$ cat src/rtl/zet_intc.sv
// Edge-triggered 8-line interrupt controller for the Zet core: fully-nested
// priority, inta-time vector generation, Wishbone access to mask/base/EOI/status.
module zet_intc (
  input  logic       clk,
  input  logic       rst_n,
  input  logic [7:0] irq,
  output logic       intr,
  input  logic       inta,
  output logic [7:0] vector,
  input  logic [1:0] wb_adr_i,
  input  logic [7:0] wb_dat_i,
  output logic [7:0] wb_dat_o,
  input  logic       wb_we_i,
  input  logic       wb_stb_i,
  input  logic       wb_cyc_i,
  output logic       wb_ack_o
);

  logic [7:0] r_s1, r_s2, r_h;
  logic [7:0] r_irr, r_isr, r_imr;
  logic [4:0] r_base;
  logic       r_intr;
  logic [7:0] r_vector;
  logic       r_ack;
  logic [7:0] r_dat_o;

  logic [7:0] w_edge;
  logic       w_req, w_wr, w_eoi, w_imr_wr, w_base_wr;
  logic [7:0] w_cand, w_cand_next;
  logic       w_hit;
  logic [2:0] w_k;
  logic [7:0] w_k_onehot;
  logic [7:0] w_irr_next, w_isr_next, w_imr_next;
  logic [7:0] w_rd_data;

  function automatic logic [2:0] f_lowest(input logic [7:0] v);
    f_lowest = 3'd0;
    for (int i = 7; i >= 0; i--)
      if (v[i]) f_lowest = 3'(i);
  endfunction

  // Bits strictly above (higher priority than) the lowest set ISR bit;
  // isolating that bit and subtracting one wraps to all-ones when ISR is empty.
  function automatic logic [7:0] f_above(input logic [7:0] isr);
    f_above = (isr & (~isr + 8'd1)) - 8'd1;
  endfunction

  assign w_edge    = r_s2 & ~r_h;
  assign w_req     = wb_cyc_i & wb_stb_i & ~r_ack;
  assign w_wr      = w_req & wb_we_i;
  assign w_eoi     = w_wr & (wb_adr_i == 2'd0) & wb_dat_i[5];
  assign w_imr_wr  = w_wr & (wb_adr_i == 2'd1);
  assign w_base_wr = w_wr & (wb_adr_i == 2'd2);

  assign w_cand     = r_irr & ~r_imr & f_above(r_isr);
  assign w_hit      = inta & (|w_cand);
  assign w_k        = f_lowest(w_cand);
  assign w_k_onehot = w_hit ? (8'd1 << w_k) : 8'd0;

  // New edges win over the acknowledge clear; EOI acts on the old ISR before the new set.
  assign w_irr_next  = (r_irr & ~w_k_onehot) | w_edge;
  assign w_isr_next  = (w_eoi ? (r_isr & (r_isr - 8'd1)) : r_isr) | w_k_onehot;
  assign w_imr_next  = w_imr_wr ? wb_dat_i : r_imr;
  assign w_cand_next = w_irr_next & ~w_imr_next & f_above(w_isr_next);

  // NOTE: every signal written in always_comb gets a default first, so no path infers a latch.
  always_comb begin
    w_rd_data = 8'h00;
    case (wb_adr_i)
      2'd0: w_rd_data = r_irr;
      2'd1: w_rd_data = r_imr;
      2'd2: w_rd_data = {r_base, 3'b000};
      2'd3: w_rd_data = r_isr;
      default: w_rd_data = 8'h00;
    endcase
  end

  // NOTE: sequential state uses non-blocking assignments so every flop samples pre-edge values.
  always_ff @(posedge clk or negedge rst_n) begin
    if (!rst_n) begin
      r_s1     <= 8'h00;
      r_s2     <= 8'h00;
      r_h      <= 8'h00;
      r_irr    <= 8'h00;
      r_isr    <= 8'h00;
      r_imr    <= 8'hFF;
      r_base   <= 5'b00001;
      r_intr   <= 1'b0;
      r_vector <= 8'h08;
      r_ack    <= 1'b0;
      r_dat_o  <= 8'h00;
    end else begin
      r_s1   <= irq;
      r_s2   <= r_s1;
      r_h    <= r_s2;
      r_irr  <= w_irr_next;
      r_isr  <= w_isr_next;
      r_imr  <= w_imr_next;
      r_intr <= |w_cand_next;
      r_ack  <= w_req;
      if (w_req)
        r_dat_o <= w_rd_data;
      if (w_base_wr)
        r_base <= wb_dat_i[7:3];
      // Acknowledge uses the old BASE and IMR; an empty candidate set is spurious.
      if (inta)
        r_vector <= w_hit ? {r_base, w_k} : {r_base, 3'd7};
    end
  end

  assign intr     = r_intr;
  assign vector   = r_vector;
  assign wb_ack_o = r_ack;
  assign wb_dat_o = r_dat_o;

endmodule

$ cat config.mk
export PLATFORM = sky130hd
export DESIGN_NAME = zet_intc
export DESIGN_NICKNAME = d
export VERILOG_FILES = /design/src/rtl/zet_intc.sv
export SDC_FILE = /design/constraint.sdc
export NUM_CORES = 1
export LEC_CHECK = 0
export ABC_CLOCK_PERIOD_IN_PS = 6400
export BUFFER_PORTS_ARGS = -buffer_cell sky130_fd_sc_hd__buf_2
export CORE_UTILIZATION = 40
export DETAILED_ROUTE_END_ITERATION = 16
export PLACE_DENSITY = 0.67
export SETUP_SLACK_MARGIN = 0.2
export SLEW_MARGIN = 20
export SYNTH_ARGS = -nofsm -noshare
export SYNTH_HDL_FRONTEND = slang
export SYNTH_SLANG_ARGS = --single-unit
$ cat constraint.sdc
create_clock -name clk -period 6.4 [get_ports clk]
set_clock_uncertainty 0.2 [all_clocks]
set_input_delay 0.32 -clock clk [delete_from_list [all_inputs] [get_ports clk]]
set_output_delay 0.32 -clock clk [all_outputs]
set_load 0.02 [all_outputs]
* Yosys cells after proc, flatten, opt, wreduce, memory -nomap -nowiden
Cells that the tools add are included. Widths: inputs -> output; s select.
Cells by class: reductions and logical operators 3, bitwise gates (word level) 26, equal/unequal tests 3, multiplexer cells 13, add/subtract/negate cells 5, shift-type cells 1
Operator list (number):
- $and 8x8->8 | 9
- $not 8->8 | 6
- $pmux 8 s4 | 1
- $mux 3 | 9
- $mux 8 | 3
- $sub 8x1->8 const B | 3
- $add 8x1->8 const B | 2
- $or 8x8->8 | 2
- $reduce_or 8->1 | 2
- $and 1x1->1 | 8
- $shl 1x3->8 const A | 1
- $eq 2x2->1 const B | 2
- $eq 2x1->1 const B | 1
- $logic_not 2->1 | 1
- $not 1->1 | 1
Word-level totals: register bits 71, output and inout bits 18, input port bits 24

* Longest topological paths before layout
depth after elaboration 22, mapped depth 9

* Least setup slack after synthesis
Ideal clock, no wire load.
path kind register to register, start reg r_ack, in the netlist wb_ack_o, end reg r_intr, in the netlist intr, period minus slack after synthesis 2.823 ns, setup time 0.087 ns, stages on the path, launching flop included 9, path buffers 1, arrival 2.537 ns, setup slack 3.577 ns, data required time 6.113 ns, cell sequence dfrtp_1 nand4b_4 or4b_1 buf_2 or4_4 a222oi_1 nor4b_2 a211oi_1 o211ai_1
Between the ends: cells in the longest elaborated chain, start to end 13, elaborated cells between the ends (all ways) 17
Ends and longest elaborated chain:
- from (decl) | line 24 | logic r_ack;
- from (signal assigned) | line 100 | r_ack <= w_req;
- $not 1->1 (*) | line 49 | assign w_req = wb_cyc_i & wb_stb_i & ~r_ack;
- $and 1x1->1 (*) | line 49
- $and 1x1->1 (*) | line 50 | assign w_wr = w_req & wb_we_i;
- $and 1x1->1 (2 in series) | line 51 | assign w_eoi = w_wr & (wb_adr_i == 2'd0) & wb_dat_i[5];
- $mux 8 | line 62 | assign w_isr_next = (w_eoi ? (r_isr & (r_isr - 8'd1)) : r_isr) | w_k_onehot;
- $or 8x8->8 | line 62
- $not 8->8 | line 45 | f_above = (isr & (~isr + 8'd1)) - 8'd1;
- $add 8x1->8 | line 45
- $and 8x8->8 | line 45
- $sub 8x1->8 | line 45
- $and 8x8->8 (*) | line 64 | assign w_cand_next = w_irr_next & ~w_imr_next & f_above(w_isr_next);
- $reduce_or 8->1 (*) | line 99 | r_intr <= |w_cand_next;
- to (signal assigned) | line 99
- to (decl) | line 22 | logic r_intr;
Every way passes the cells marked *; elsewhere a longest branch is shown, timed or not. A chain may end at the register's enable or synchronous reset.

* Worst setup path after layout
start reg r_isr[0], end reg r_intr, in the netlist intr
Between the ends: cells in the longest elaborated chain, start to end 22, elaborated cells between the ends (all ways) 31
Ends and longest elaborated chain:
- from (decl) | line 20 | logic [7:0] r_irr, r_isr, r_imr;
- from (signal assigned) | line 97 | r_isr <= w_isr_next;
- $not 8->8 | line 45
- $add 8x1->8 | line 45
- $and 8x8->8 | line 45
- $sub 8x1->8 | line 45
- $and 8x8->8 | line 55 | assign w_cand = r_irr & ~r_imr & f_above(r_isr);
- $mux 3 (8 in series) | line 39 | if (v[i]) f_lowest = 3'(i);
- $shl 1x3->8 | line 58 | assign w_k_onehot = w_hit ? (8'd1 << w_k) : 8'd0;
- $mux 8 | line 58
- $or 8x8->8 | line 62
- $not 8->8 | line 45
- $add 8x1->8 | line 45
- $and 8x8->8 | line 45
- $sub 8x1->8 | line 45
- $and 8x8->8 (*) | line 64
- $reduce_or 8->1 (*) | line 99
Marks and branches as above.

==> results.md <==
Outcome:
- The flow ran to the end, but the final reports show violations.
- The final reports fail on negative hold slack.

Layout:
- The final antenna diode count is 0.
- Leaving out fill and tap cells, the most frequent cell in the layout is dfrtp_1.
- Leaving out fill and tap cells, the most frequent cells in the layout are 61 x dfrtp_1, 41 x buf_2, 28 x nand2_1, 19 x mux2_2, 16 x o21ai_0.
- At the end of the flow, the number of nets in the layout was 331.
- The finished cells cover 3741 sq um.
- Cells with a size suffix above 1 make up 33.65% of the layout.
- The relative area change from synthesis to final layout is 19.50%.
- The total of fill cells in the finished design is 652.

Floorplan:
- In this run the vertical extent of the chip is 90.47 um.
- The die covers 8184 sq um.
- The area of the core region is 7408 sq um.
- For this configuration, the core starts out at a cell density of 42.26%.
- From left edge to right edge, the die measures 90.47 um.
- After floorplanning, the core was divided into 31 placement rows.
- In this run the count of I/O pins placed on the die edge is 42.

Timing:
- The pin slew with the least headroom to its limit is 1092 ps.
- After routing, the total negative slack on setup checks comes to 0 ps.
- Setup repair after global routing left no endpoint under its margin.
- Hold timing on the final database bottoms out at a slack of -53.44 ps.
- Derived from the worst setup path, the maximum achievable clock frequency is 326.2 MHz.
- The post-layout worst setup margin is 3334 ps.
- Measured against its own limit, the worst slew margin works out to 26.29%.
- The final critical path takes up 47.91% of the cycle.
- The smallest clock period supported by the final layout is computed as 3066 ps.
- The final-report max-slew violation count is 0.
- The final count of negative-setup-slack endpoints is 0.
- The final hold violation count is 33.

CTS:
- In this run the number of H-tree levels came out at 3.
- The post-cts sizing count is 0.
- The clock root buffer is clkbuf_8.
- The count of hold-fix buffers inserted at cts is 9.
- The buffers inserted during post-CTS setup optimization is 0.
- The clock latency on the worst-skew pair is 350 ps.
- Clock-pin slew was measured on the worst setup and hold paths at 70 ps.
- The largest buffer count on any clock path is 2.
- The clock net in this run drives a total of 71 sinks.
- TritonCTS built the clock tree.
- Counting the buffers created by CTS gives 9.

Yosys:
- When the netlist entered floorplanning its net count stood at 279.
- The proportion of netlist area held by the largest area contributor is 48.76%.
- Yosys mapped a number of flops with a built-in enable equal to 0.
- The most used flip-flop cell after synthesis is dfrtp_1.
- After synthesis, flip-flops and latches occupy 57.15% of the total area.
- In this run the mean area of a mapped cell was 12.28 sq um.
- In this run, distinct cell masters in the synthesized netlist total 52.
- By area the synthesized netlist is led by dfrtp_1 49%, dfstp_2 8.4%, mux2_2 6.8%, mux4_2 3.6%, nand2_1 3.4%.
- In the synthesized netlist the async set-or-reset flop fraction comes to 100.0%.
- The count of yosys warnings during synthesis is 0.
- The cell accounting for the most synthesized area is dfrtp_1.
- The synthesized instance count is 255.
- The register bit count reported by yosys is 71.
- The area of the mapped netlist is 3131 sq um.

Routing:
- The length of routed met3 wiring is 338 um.
- The number of antenna-violating nets in the routed design is 0.
- In the routed design, unresolved DRC markers number 0.
- The first-pass detailed-route iteration total is 5.
- In the final routing, the length of wire on met1 measures 3243 um.
- After detailed routing, the met2 layer carries 2879 um of wire.
- The number of DRC markers after the initial detailed-route iteration is 163.
- The average via count per standard cell is 5.302.
- The highest metal layer carrying signal wires in the routed design is met4.
- The total number of vias is 2179.
- Wires add up to 6593 um.
- The post-detailed-route wirelength per cell is 16.04 um.

Worst setup path:
- In this run the critical register-to-register path is launched from r_isr[0].
- The category of the worst setup path launch point is a flip-flop.
- The critical path is of the reg2reg type.
- For flop-to-flop paths, the worst setup slack is 3330 ps.
- The type of element capturing the critical path is a flip-flop.
- The required time at the endpoint of the critical path is 6450 ps.
- Counting cells, the worst reg-to-reg path comes to 7.
- In this run the critical register-to-register path is captured at intr.
- For the worst setup path, the data arrival time is 3120 ps.
- Along the worst path, the maximum fanout reaches 12.

Power and ir drop:
- In this run the power density over the cells is 363.4 nW/um^2.
- The peak ir drop on the vdd network is 0.0002113 V.
- For this design the static power due to leakage is 1.683 nW.

Place:
- The post-placement worst setup slack is 3356 ps.
- The HPWL after detailed placement is 4729 um.
- Once placement finished, the instance area stood at 3420 sq um.
- The final weighted congestion of routability-driven global placement is 0.8472.
- The number of buffer cells added on primary ports is 41.

Global route:
- For this run, the total global-route usage over all layers was measured as 17.95%.
- The initial antenna violation count is 0.
- The number of global-route vias before repair is 2180.
- The wire length of the first global-routing pass is 11160 um.
- The overall overflow remaining after global route is 0.
- Entering global routing, the biggest net connects 72 pins.

Job:
- The count of max-cap constraint violations is 0.

Worst hold path:
- The kind of path behind the tightest hold check is in2async.
==> registers in the layout, summed over array words and instances (netlist names) <==
name / count
intr: 1
r_base: 5
r_h: 8
r_imr: 8
r_irr: 8
r_isr: 8
r_s1: 8
r_s2: 8
vector: 8
wb_ack_o: 1
wb_dat_o: 8
==> how the worst max path moves through the flow <==
stage | slack (ps) | depth (start not counted) | start | end
floorplan | 3580 | 8 | wb_ack_o | intr
global placement | 3400 | 8 | wb_cyc_i | intr
detailed placement | 3360 | 8 | wb_adr_i[0] | intr
CTS | 3340 | 7 | wb_ack_o | intr
global route | 3170 | 7 | r_isr[0] | intr
finish | 3330 | 7 | r_isr[0] | intr
==> final cells by class <==
cell class	count	area, sq um	area share, %
Clock inverter	5	80.08	2.140
Multi-Input combinational cell	163	1252	33.48
Sequential cell	71	1789	47.83
Inverter	11	41.29	1.104
Timing Repair Buffer	51	302.8	8.094
Clock buffer	11	151.4	4.047
Tap cell	99	123.9	3.311
==> per-layer routing <==
layer | vias up | GRT usage, %
met5 | - | 0
li1 | 1038 | -
met3 | 11 | 3.535
met1 | 1073 | 25.73
met4 | 0 | 9.274
met2 | 57 | 25.69
==> through the flow <==
stage               cells  util, %  power, mW
finish                411    50.50      1.360
global route          411    50.50      1.436
CTS                   411    50.50      1.372
detailed placement    386    46.16     0.9617
global placement      386    46.16     0.9533
floorplan             255        -     0.8526
==> synth_stat cells (6+ instances only) <==
cell type,number
a21oi_1,6
clkbuf_1,7
dfrtp_1,61
dfstp_2,10
inv_1,11
mux2_2,19
nand2_1,28
nand2b_1,7
nand3_1,7
nor2_1,12
o21ai_0,16
==> kinds of logic (layout without fill, tap and decap cells) <==
logic type | Yosys count | count (layout) | synth area share [%]
flops | 71 | 71 | 57.15
buf+inv | 21 | 78 | 2.838
fa+ha+maj | 2 | 2 | 0.6794
simple gates | 82 | 82 | 15.91
compound gates | 51 | 51 | 11.71
mux | 28 | 28 | 11.71
==> report_power, final <==
part           leakage (nW)  internal [mW]  switching (mW)
clock network         0.112          0.240           0.161
registers             0.809          0.546          0.0856
logic                 0.763          0.145           0.182
total                  1.68          0.931           0.429
==> worst max-delay path, stage by stage, from the launching register on <==
cell and delay [ps]:
dfrtp_1 490, or4_4 610, or4_4 550, nor2_1 290, and4bb_1 260, nor4b_2 290
a211oi_1 90, o211ai_1 200
(Power assumes the default switching activity.)
